### src/rtl/spi_reg_master.sv
// Mode-0 SPI initiator for 6-bit-addressed, 32-bit register read/write frames.
// Frame: 16-bit header, optional read gap, then 8/16/32 data bits, MSB first.
module spi_reg_master #(
  parameter int unsigned CLK_DIV  = 4,
  parameter int unsigned READ_GAP = 8,
  parameter int unsigned CS_GUARD = 4
) (
  input  logic        clk,
  input  logic        rst,
  input  logic        cmd_valid,
  output logic        cmd_ready,
  input  logic        cmd_rw,
  input  logic [1:0]  cmd_width,
  input  logic [5:0]  cmd_addr,
  input  logic [31:0] cmd_wdata,
  output logic        rsp_valid,
  output logic [31:0] rsp_rdata,
  output logic        busy,
  output logic        spi_cs_n,
  output logic        spi_clk,
  output logic        spi_mosi,
  input  logic        spi_miso
);

  localparam int unsigned BIT_W = 7;
  localparam int unsigned CNT_W = ($clog2(CLK_DIV + 1) > $clog2(CS_GUARD + 1)) ?
                                  $clog2(CLK_DIV + 1) : $clog2(CS_GUARD + 1);

  localparam logic [CNT_W-1:0] DIV_LAST   = CNT_W'(CLK_DIV - 1);
  localparam logic [CNT_W-1:0] GUARD_LAST = CNT_W'((CS_GUARD > 0) ? CS_GUARD - 1 : 0);
  localparam logic [BIT_W-1:0] GAP        = BIT_W'(READ_GAP);

  localparam logic [2:0] ST_IDLE  = 3'd0;
  localparam logic [2:0] ST_SETUP = 3'd1;
  localparam logic [2:0] ST_SHIFT = 3'd2;
  localparam logic [2:0] ST_HOLD  = 3'd3;
  localparam logic [2:0] ST_DONE  = 3'd4;

  logic [2:0]       state, state_nx;
  logic [CNT_W-1:0] cnt, cnt_nx;
  logic [BIT_W-1:0] bit_cnt, bit_cnt_nx;
  logic             rw_q, rw_nx;
  logic [1:0]       wn_q, wn_nx;
  logic [5:0]       addr_q, addr_nx;
  logic [31:0]      wdata_q, wdata_nx;
  logic [31:0]      rx_q, rx_nx;
  logic             cmd_ready_nx, rsp_valid_nx, busy_nx;
  logic             cs_n_nx, sclk_nx, mosi_nx;
  logic [31:0]      rdata_nx;

  logic [1:0]       cmd_wn;
  logic [BIT_W-1:0] cmd_n, cmd_last;
  logic [BIT_W-1:0] n_bits, gap_bits, hdr_base, idx;
  logic [15:0]      header;
  logic             tx_next;

  // Frame geometry for the command being offered and for the latched one
  assign cmd_wn   = (cmd_width == 2'b11) ? 2'b10 : cmd_width;
  assign cmd_n    = BIT_W'(8) << cmd_wn;
  assign cmd_last = BIT_W'(15) + cmd_n + (cmd_rw ? BIT_W'(0) : GAP);
  assign n_bits   = BIT_W'(8) << wn_q;
  assign gap_bits = rw_q ? BIT_W'(0) : GAP;
  assign header   = {rw_q, 5'b0, wn_q, 2'b0, addr_q};

  // MOSI value for the bit that follows the current one (bit_cnt counts down to 0)
  always_comb begin
    idx      = bit_cnt - BIT_W'(1);
    hdr_base = n_bits + gap_bits;
    tx_next  = 1'b0;
    if (idx >= hdr_base) begin
      tx_next = header[4'(idx - hdr_base)];
    end else if (idx < n_bits) begin
      tx_next = rw_q & wdata_q[5'(idx)];
    end
  end

  always_ff @(posedge clk) begin
    if (rst) begin
      state     <= ST_IDLE;
      cnt       <= '0;
      bit_cnt   <= '0;
      rw_q      <= 1'b0;
      wn_q      <= 2'b00;
      addr_q    <= 6'd0;
      wdata_q   <= 32'd0;
      rx_q      <= 32'd0;
      cmd_ready <= 1'b1;
      rsp_valid <= 1'b0;
      rsp_rdata <= 32'd0;
      busy      <= 1'b0;
      spi_cs_n  <= 1'b1;
      spi_clk   <= 1'b0;
      spi_mosi  <= 1'b0;
    end else begin
      state     <= state_nx;
      cnt       <= cnt_nx;
      bit_cnt   <= bit_cnt_nx;
      rw_q      <= rw_nx;
      wn_q      <= wn_nx;
      addr_q    <= addr_nx;
      wdata_q   <= wdata_nx;
      rx_q      <= rx_nx;
      cmd_ready <= cmd_ready_nx;
      rsp_valid <= rsp_valid_nx;
      rsp_rdata <= rdata_nx;
      busy      <= busy_nx;
      spi_cs_n  <= cs_n_nx;
      spi_clk   <= sclk_nx;
      spi_mosi  <= mosi_nx;
    end
  end

  always_comb begin
    state_nx     = state;
    cnt_nx       = cnt;
    bit_cnt_nx   = bit_cnt;
    rw_nx        = rw_q;
    wn_nx        = wn_q;
    addr_nx      = addr_q;
    wdata_nx     = wdata_q;
    rx_nx        = rx_q;
    cmd_ready_nx = cmd_ready;
    rsp_valid_nx = 1'b0;
    rdata_nx     = rsp_rdata;
    busy_nx      = busy;
    cs_n_nx      = spi_cs_n;
    sclk_nx      = spi_clk;
    mosi_nx      = spi_mosi;

    case (state)
      ST_IDLE: begin
        if (cmd_valid) begin
          rw_nx        = cmd_rw;
          wn_nx        = cmd_wn;
          addr_nx      = cmd_addr;
          wdata_nx     = cmd_wdata;
          rx_nx        = 32'd0;
          bit_cnt_nx   = cmd_last;
          cnt_nx       = '0;
          cmd_ready_nx = 1'b0;
          busy_nx      = 1'b1;
          cs_n_nx      = 1'b0;
          mosi_nx      = cmd_rw;
          state_nx     = ST_SETUP;
        end
      end

      ST_SETUP: begin
        if (cnt == GUARD_LAST) begin
          cnt_nx   = '0;
          state_nx = ST_SHIFT;
        end else begin
          cnt_nx = cnt + CNT_W'(1);
        end
      end

      // Each SCLK phase lasts CLK_DIV cycles; the first phase is low
      ST_SHIFT: begin
        if (cnt == DIV_LAST) begin
          cnt_nx = '0;
          if (!spi_clk) begin
            sclk_nx = 1'b1;
            if (bit_cnt < n_bits) begin
              rx_nx = {rx_q[30:0], spi_miso};
            end
          end else begin
            sclk_nx = 1'b0;
            if (bit_cnt == '0) begin
              mosi_nx  = 1'b0;
              state_nx = ST_HOLD;
            end else begin
              bit_cnt_nx = bit_cnt - BIT_W'(1);
              mosi_nx    = tx_next;
            end
          end
        end else begin
          cnt_nx = cnt + CNT_W'(1);
        end
      end

      ST_HOLD: begin
        if (cnt == GUARD_LAST) begin
          cnt_nx       = '0;
          cs_n_nx      = 1'b1;
          rsp_valid_nx = 1'b1;
          rdata_nx     = rw_q ? 32'd0 : rx_q;
          state_nx     = ST_DONE;
        end else begin
          cnt_nx = cnt + CNT_W'(1);
        end
      end

      ST_DONE: begin
        busy_nx      = 1'b0;
        cmd_ready_nx = 1'b1;
        state_nx     = ST_IDLE;
      end

      default: begin
        cmd_ready_nx = 1'b1;
        busy_nx      = 1'b0;
        cs_n_nx      = 1'b1;
        sclk_nx      = 1'b0;
        mosi_nx      = 1'b0;
        state_nx     = ST_IDLE;
      end
    endcase
  end

endmodule

### config.mk
export PLATFORM = sky130hd
export DESIGN_NAME = spi_reg_master
export DESIGN_NICKNAME = d
export VERILOG_FILES = /design/src/rtl/spi_reg_master.sv
export SDC_FILE = /design/constraint.sdc
export NUM_CORES = 1
export LEC_CHECK = 0
export ABC_AREA = 0
export BUFFER_PORTS_ARGS = -buffer_cell sky130_fd_sc_hd__buf_4
export CAP_MARGIN = 40
export CORE_ASPECT_RATIO = 0.75
export CORE_MARGIN = 2
export CORE_UTILIZATION = 50
export DETAILED_ROUTE_END_ITERATION = 10
export GPL_ROUTABILITY_DRIVEN = 1
export GPL_TIMING_DRIVEN = 1
export PLACE_DENSITY = 0.72
export SETUP_SLACK_MARGIN = 0.2
export SYNTH_ARGS = -nofsm -noshare
export SYNTH_HDL_FRONTEND = slang
export SYNTH_SLANG_ARGS = --single-unit
### constraint.sdc
create_clock -name clk -period 8.2 [get_ports clk]
set_input_delay 1.64 -clock clk [delete_from_list [all_inputs] [get_ports clk]]
set_output_delay 1.64 -clock clk [all_outputs]
set_load 0.05 [all_outputs]
* Word level (Yosys, flattened, before mapping)
Index checks and enable logic that the tools add are counted.
** Storage, ports and cells
- Register bits after elaboration :: 124
- Input bits :: 45
- Output and inout port bits :: 38
- Logic and storage cells :: 113
** Cells by class
- Add/sub/neg operators :: 6
- $lt $le $gt $ge :: 5
- Equal/unequal tests :: 15
- Shift-type cells :: 2
- Muxes and demuxes :: 45
- Bitwise gates (word level) :: 6
- Reduce and logical (&&, ||, !) cells :: 19
** Operators by type and width (number)
- 32-bit two-way mux :: 5
- 32-bit case mux with 2 select lines :: 1
- 7-bit two-way mux :: 4
- 3-bit two-way mux :: 8
- 2-bit inequality test, second input constant :: 9
- 7-bit by 4-bit adder with 7-bit output :: 2
- 7-bit < comparator :: 2
- 1-bit two-way mux :: 14
- 7-bit case mux with 2 select lines :: 1
- 4-bit by 2-bit << shifter with 7-bit output, first input constant :: 2
- 3-bit case mux with 4 select lines :: 1
- 2-bit AND reduction :: 5
- 5-bit AND reduction :: 2
- 3-bit by 2-bit == test with 1-bit output, second input constant :: 3
- 3-bit OR reduction :: 3
- 4-bit two-way mux :: 2
- 4-bit by 7-bit adder with 7-bit output, first input constant :: 1
- 7-bit greater-or-equal comparator :: 1
- 7-bit zero test :: 1
- 7-bit by 1-bit subtractor with 7-bit output, second input constant :: 1
- 5-bit by 6-bit < comparator with 1-bit output, second input constant :: 1
- 1-bit case mux with 2 select lines :: 3
- 1-bit case mux with 3 select lines :: 2
- 3-bit case mux with 2 select lines :: 1
- other kinds (18) :: 23

* Depth between registers and ports, before layout
- Depth after elaboration :: 10
- Mapped depth :: 14
- Mapped depth without buffers :: 12

* Worst setup path before layout
No wires, ideal clock.
- Path kind :: input-to-reg
- Start :: in rst
- End :: reg spi_mosi
- Library setup time :: 73 ps
- Arrival time :: 2935 ps
- Data required time :: 8127 ps
- Slack :: 5192 ps
- Cell stages on the path :: 7
- Buffers on the path :: 1
- Cell sequence :: clkbuf_1 > nor2_1 > o21ai_0 > nor2_1 > o211ai_1 > or4_1 > o211ai_2
** RTL lines
- start, declared :: line 9 : input logic rst,
- end signal, assigned :: line 109 : spi_mosi <= mosi_nx;
- end, declared :: line 21 : output logic spi_mosi,

* Worst setup path in the final report
- Start :: reg bit_cnt[0]
- End :: reg spi_mosi
** Between the ends
- Cells in the longest elaborated chain, start to end :: 10
- Elaborated cells on any way between the ends :: 16
- Those cells by class :: add/sub: 2; order compare: 2; mux: 10; bitwise: 1; reduce/logical: 1
** Ends and longest elaborated chain
- start, declared :: line 41 : logic [BIT_W-1:0] bit_cnt, bit_cnt_nx;
- start signal, assigned :: line 97 : bit_cnt <= bit_cnt_nx;
- branches (longest 6 deep; another with 7-bit by 1-bit subtractor with 7-bit output)
- 1-bit two-way mux (*) :: line 168 : if (bit_cnt == '0) begin
- 1-bit two-way mux (*) :: line 161 : if (!spi_clk) begin
- 1-bit two-way mux (*) :: line 159 : if (cnt == DIV_LAST) begin
- 1-bit case mux with 3 select lines (*) :: line 130 : case (state)
Mark *: on every way between the ends. The select of a mux whose other input is x is not followed.
A chain may end at the register's enable or synchronous reset.

==> run summary <==
H-Tree Depth: 4
Fillers: 832
Min-Delay Path Class: reg2reg
RR Startpoint: bit_cnt[0]$_SDFFE_PP0P_
CP Launch Point: bit_cnt[0]$_SDFFE_PP0P_
DRT iter0 DRCs: 363
Final setup viols: 0
Drt first pass iters: 5
Chip height: 93.38 microns
I/O Pins: 83
Via count: 4569
HP Start: wdata_q[11]$_SDFFE_PP0P_
Initial antenna violation count: 0
# rows: 32
Final GP Congestion: 0.8990
Most common cell in the netlist: nand2_1
Synth Net Count: 667
First-pass GRT wire length: 20600 microns
PortBufs: 82
Starting Density: 0.5155
Antenna-violating nets left: 0
Residual overflow from global routing: 0
Type of element launching the critical path: flop
DIE AREA: 0.01150 sq mm
Number of global-route vias before repair: 4326
Post-Route WL: 12420 microns
Sequential fraction of the synthesis area: 0.4662
CTS Buffer Depth: 2
Leak: 0.002665 uW
Hold slack: 0.4517 ns
Post-cts sizing count: 0
Top_reg_cell synth: dfxtp_1
Synth Register Bits: 124
Endpoints failing hold: 0
RSZ-0062 raised after global routing: false
Area fraction of the dominant cell type after synthesis: 0.4662
CTS tree: done
Cts hold-fix bufs: 0
Layout cells sized above 1: 0.2178
CP max-delay cell: or4_1
Area grow syn2layout: 25.26%
Worst slew margin: 0.5816
Yosys warnings: 0
Post-synth cell types: 63
IR drop worst, VDD: 0.0001524 V
Critical-path cell list: buf_8 -> inv_1 -> ha_1 -> nor3b_2 -> nand2_1 -> xor2_1 -> inv_1 -> ha_1 -> o21a_1 -> nor2_1 -> a21oi_1 -> or4_1 -> o211ai_2
Crit path time final: 3.234 ns
Number of setup buffers added after CTS: 0
Asr flop ratio synth: 0
Core Box Area: 0.01033 sq mm
Post-route clock period utilization: 0.3944
Inserted Diodes: 0
CP max stage delay: 0.54 ns
DP Wirelength: 7896 microns
DR vias/cell: 5.572
Num CTS Buffers: 17
Worst setup EP type: flop
Root Buffer: clkbuf_16
Kind of cell adding the most delay to the critical path: simple AND/OR/NAND/NOR gates
WL/cell: 15.15 microns
Slew Limit Fails: 0
Crit-path max FO: 16
Syn Inst Count: 607
Slew @ Worst Pin: 0.6276 ns
Max_cap viols: 0
Fmax: 0.3092 GHz
Final #Nets: 732
Post-synth EDFFs: 0
Tot GR Track Use: 0.2276
Clk_lat worst skew: 0.41 ns
Buffers and inverters on the worst path: 3
Worst-path clk slew: 0.05 ns
Largest net degree at the start of global routing: 61
Critical Path AT: 3.57 ns
Area leader, netlist: dfxtp_1
Setup Skew: 0.008719 ns
Clock sink count: 124
P per Cell Area: 236.0 mW/mm^2
Run status: completed
Synthesized area: 0.005325 sq mm
Drt drc: 0
Final setup TNS: 0 ns
Synth top area cells: dfxtp_1, nand2_1, a21oi_1, a22o_1, ha_1
Setup CP Type: reg2reg
Syn_area_per_cell: 8.773 sq um
Post-synth top cells: nand2_1, dfxtp_1, a21oi_1
CP Data Required Time: 8.54 ns
Die width: 123.2 microns
[metrics by stage]
| stage | setup WS, ns | std cells | util | area (sq um) | power (uW) |
|---|---|---|---|---|---|
| after floorplan | 5.192 | 607 | - | 5325 | 773.1 |
| after global placement | 4.421 | 785 | 0.5782 | 5973 | 817.5 |
| after detailed placement | 4.747 | 789 | 0.5877 | 6071 | 828.7 |
| after CTS | 4.976 | 820 | 0.6457 | 6670 | 1578 |
| after global routing | 4.723 | 820 | 0.6457 | 6670 | 1629 |
| final | 4.966 | 820 | 0.6457 | 6670 | 1574 |
[sequential cells by signal (all words and copies together), names as in the netlist]
register / flops
addr_q: 6
bit_cnt: 7
busy: 1
cmd_ready: 1
cnt: 3
rsp_rdata: 32
rsp_valid: 1
rw_q: 1
rx_q: 32
spi_clk: 1
spi_cs_n: 1
spi_mosi: 1
state: 3
wdata_q: 32
wn_q: 2
[tightest hold or removal path: cells and delay by family, from the launching register on]
| kind | cells | cell delay (ns) |
|---|---|---|
| compound gates | 1 | 0.05 |
| flops | 1 | 0.30 |
| simple gates | 1 | 0.05 |
[layout by cell type (no fill, tap or decap), types with 6 or more instances in the layout]
cell type    n
mux4_2       8
nand2_1    132
ha_1        15
nand3_1     36
xor2_1       6
nor2b_1      7
o21ai_0      6
inv_1       10
buf_4       88
a22o_1      33
clkbuf_16   17
mux2i_1      6
nor2_1      24
nand2b_1     7
a21oi_1     82
dfxtp_1    124
[per-layer routing]
layer / global-route usage / part of all wire
met2: 0.3494 / 0.46
met5: 0 / 0
met1: 0.3106 / 0.46
met3: 0.05061 / 0.056
met4: 0.09186 / 0.017
[report_power, final]
part	internal, uW	switching (uW)	total (uW)
clock	491	265	756
sequential	620	15.7	636
combinational	79.7	102	182
total	1190	383	1570
[worst paths after layout]
| path | end | slack (ns) | cells after the start |
|---|---|---|---|
| worst max-delay path | spi_mosi$_SDFFE_PP0P_ | 4.97 | 13 |
| worst min-delay path | wdata_q[11]$_SDFFE_PP0P_ | 0.45 | 2 |
| worst max register to register | spi_mosi$_SDFFE_PP0P_ | 4.97 | 13 |
| worst min register to register | wdata_q[11]$_SDFFE_PP0P_ | 0.45 | 2 |
[final cells by class]
type | instances | area [sq um] | area share
Multi-Input combinational cell | 426 | 2619 | 0.3926
Sequential cell | 124 | 2482 | 0.3722
Timing Repair Buffer | 92 | 758.2 | 0.1137
Clock buffer | 20 | 456.7 | 0.06847
Tap cell | 136 | 170.2 | 0.02551
Clock inverter | 11 | 142.6 | 0.02138
Inverter | 11 | 41.29 | 0.006190
[cells by family (layout without fill, tap and decap cells)]
group,Yosys count,count (layout),synth area share
flip-flops,124,124,0.4662
multiplexers,16,16,0.04934
buffers and inverters,57,134,0.04699
adder cells (fa/ha/maj),17,17,0.03924
AO/OA/AOI/OAI,154,154,0.1906
XOR/XNOR,9,9,0.01480
AND/OR/NAND/NOR,230,230,0.1929
No activity file was read; power rests on OpenSTA's default activity.
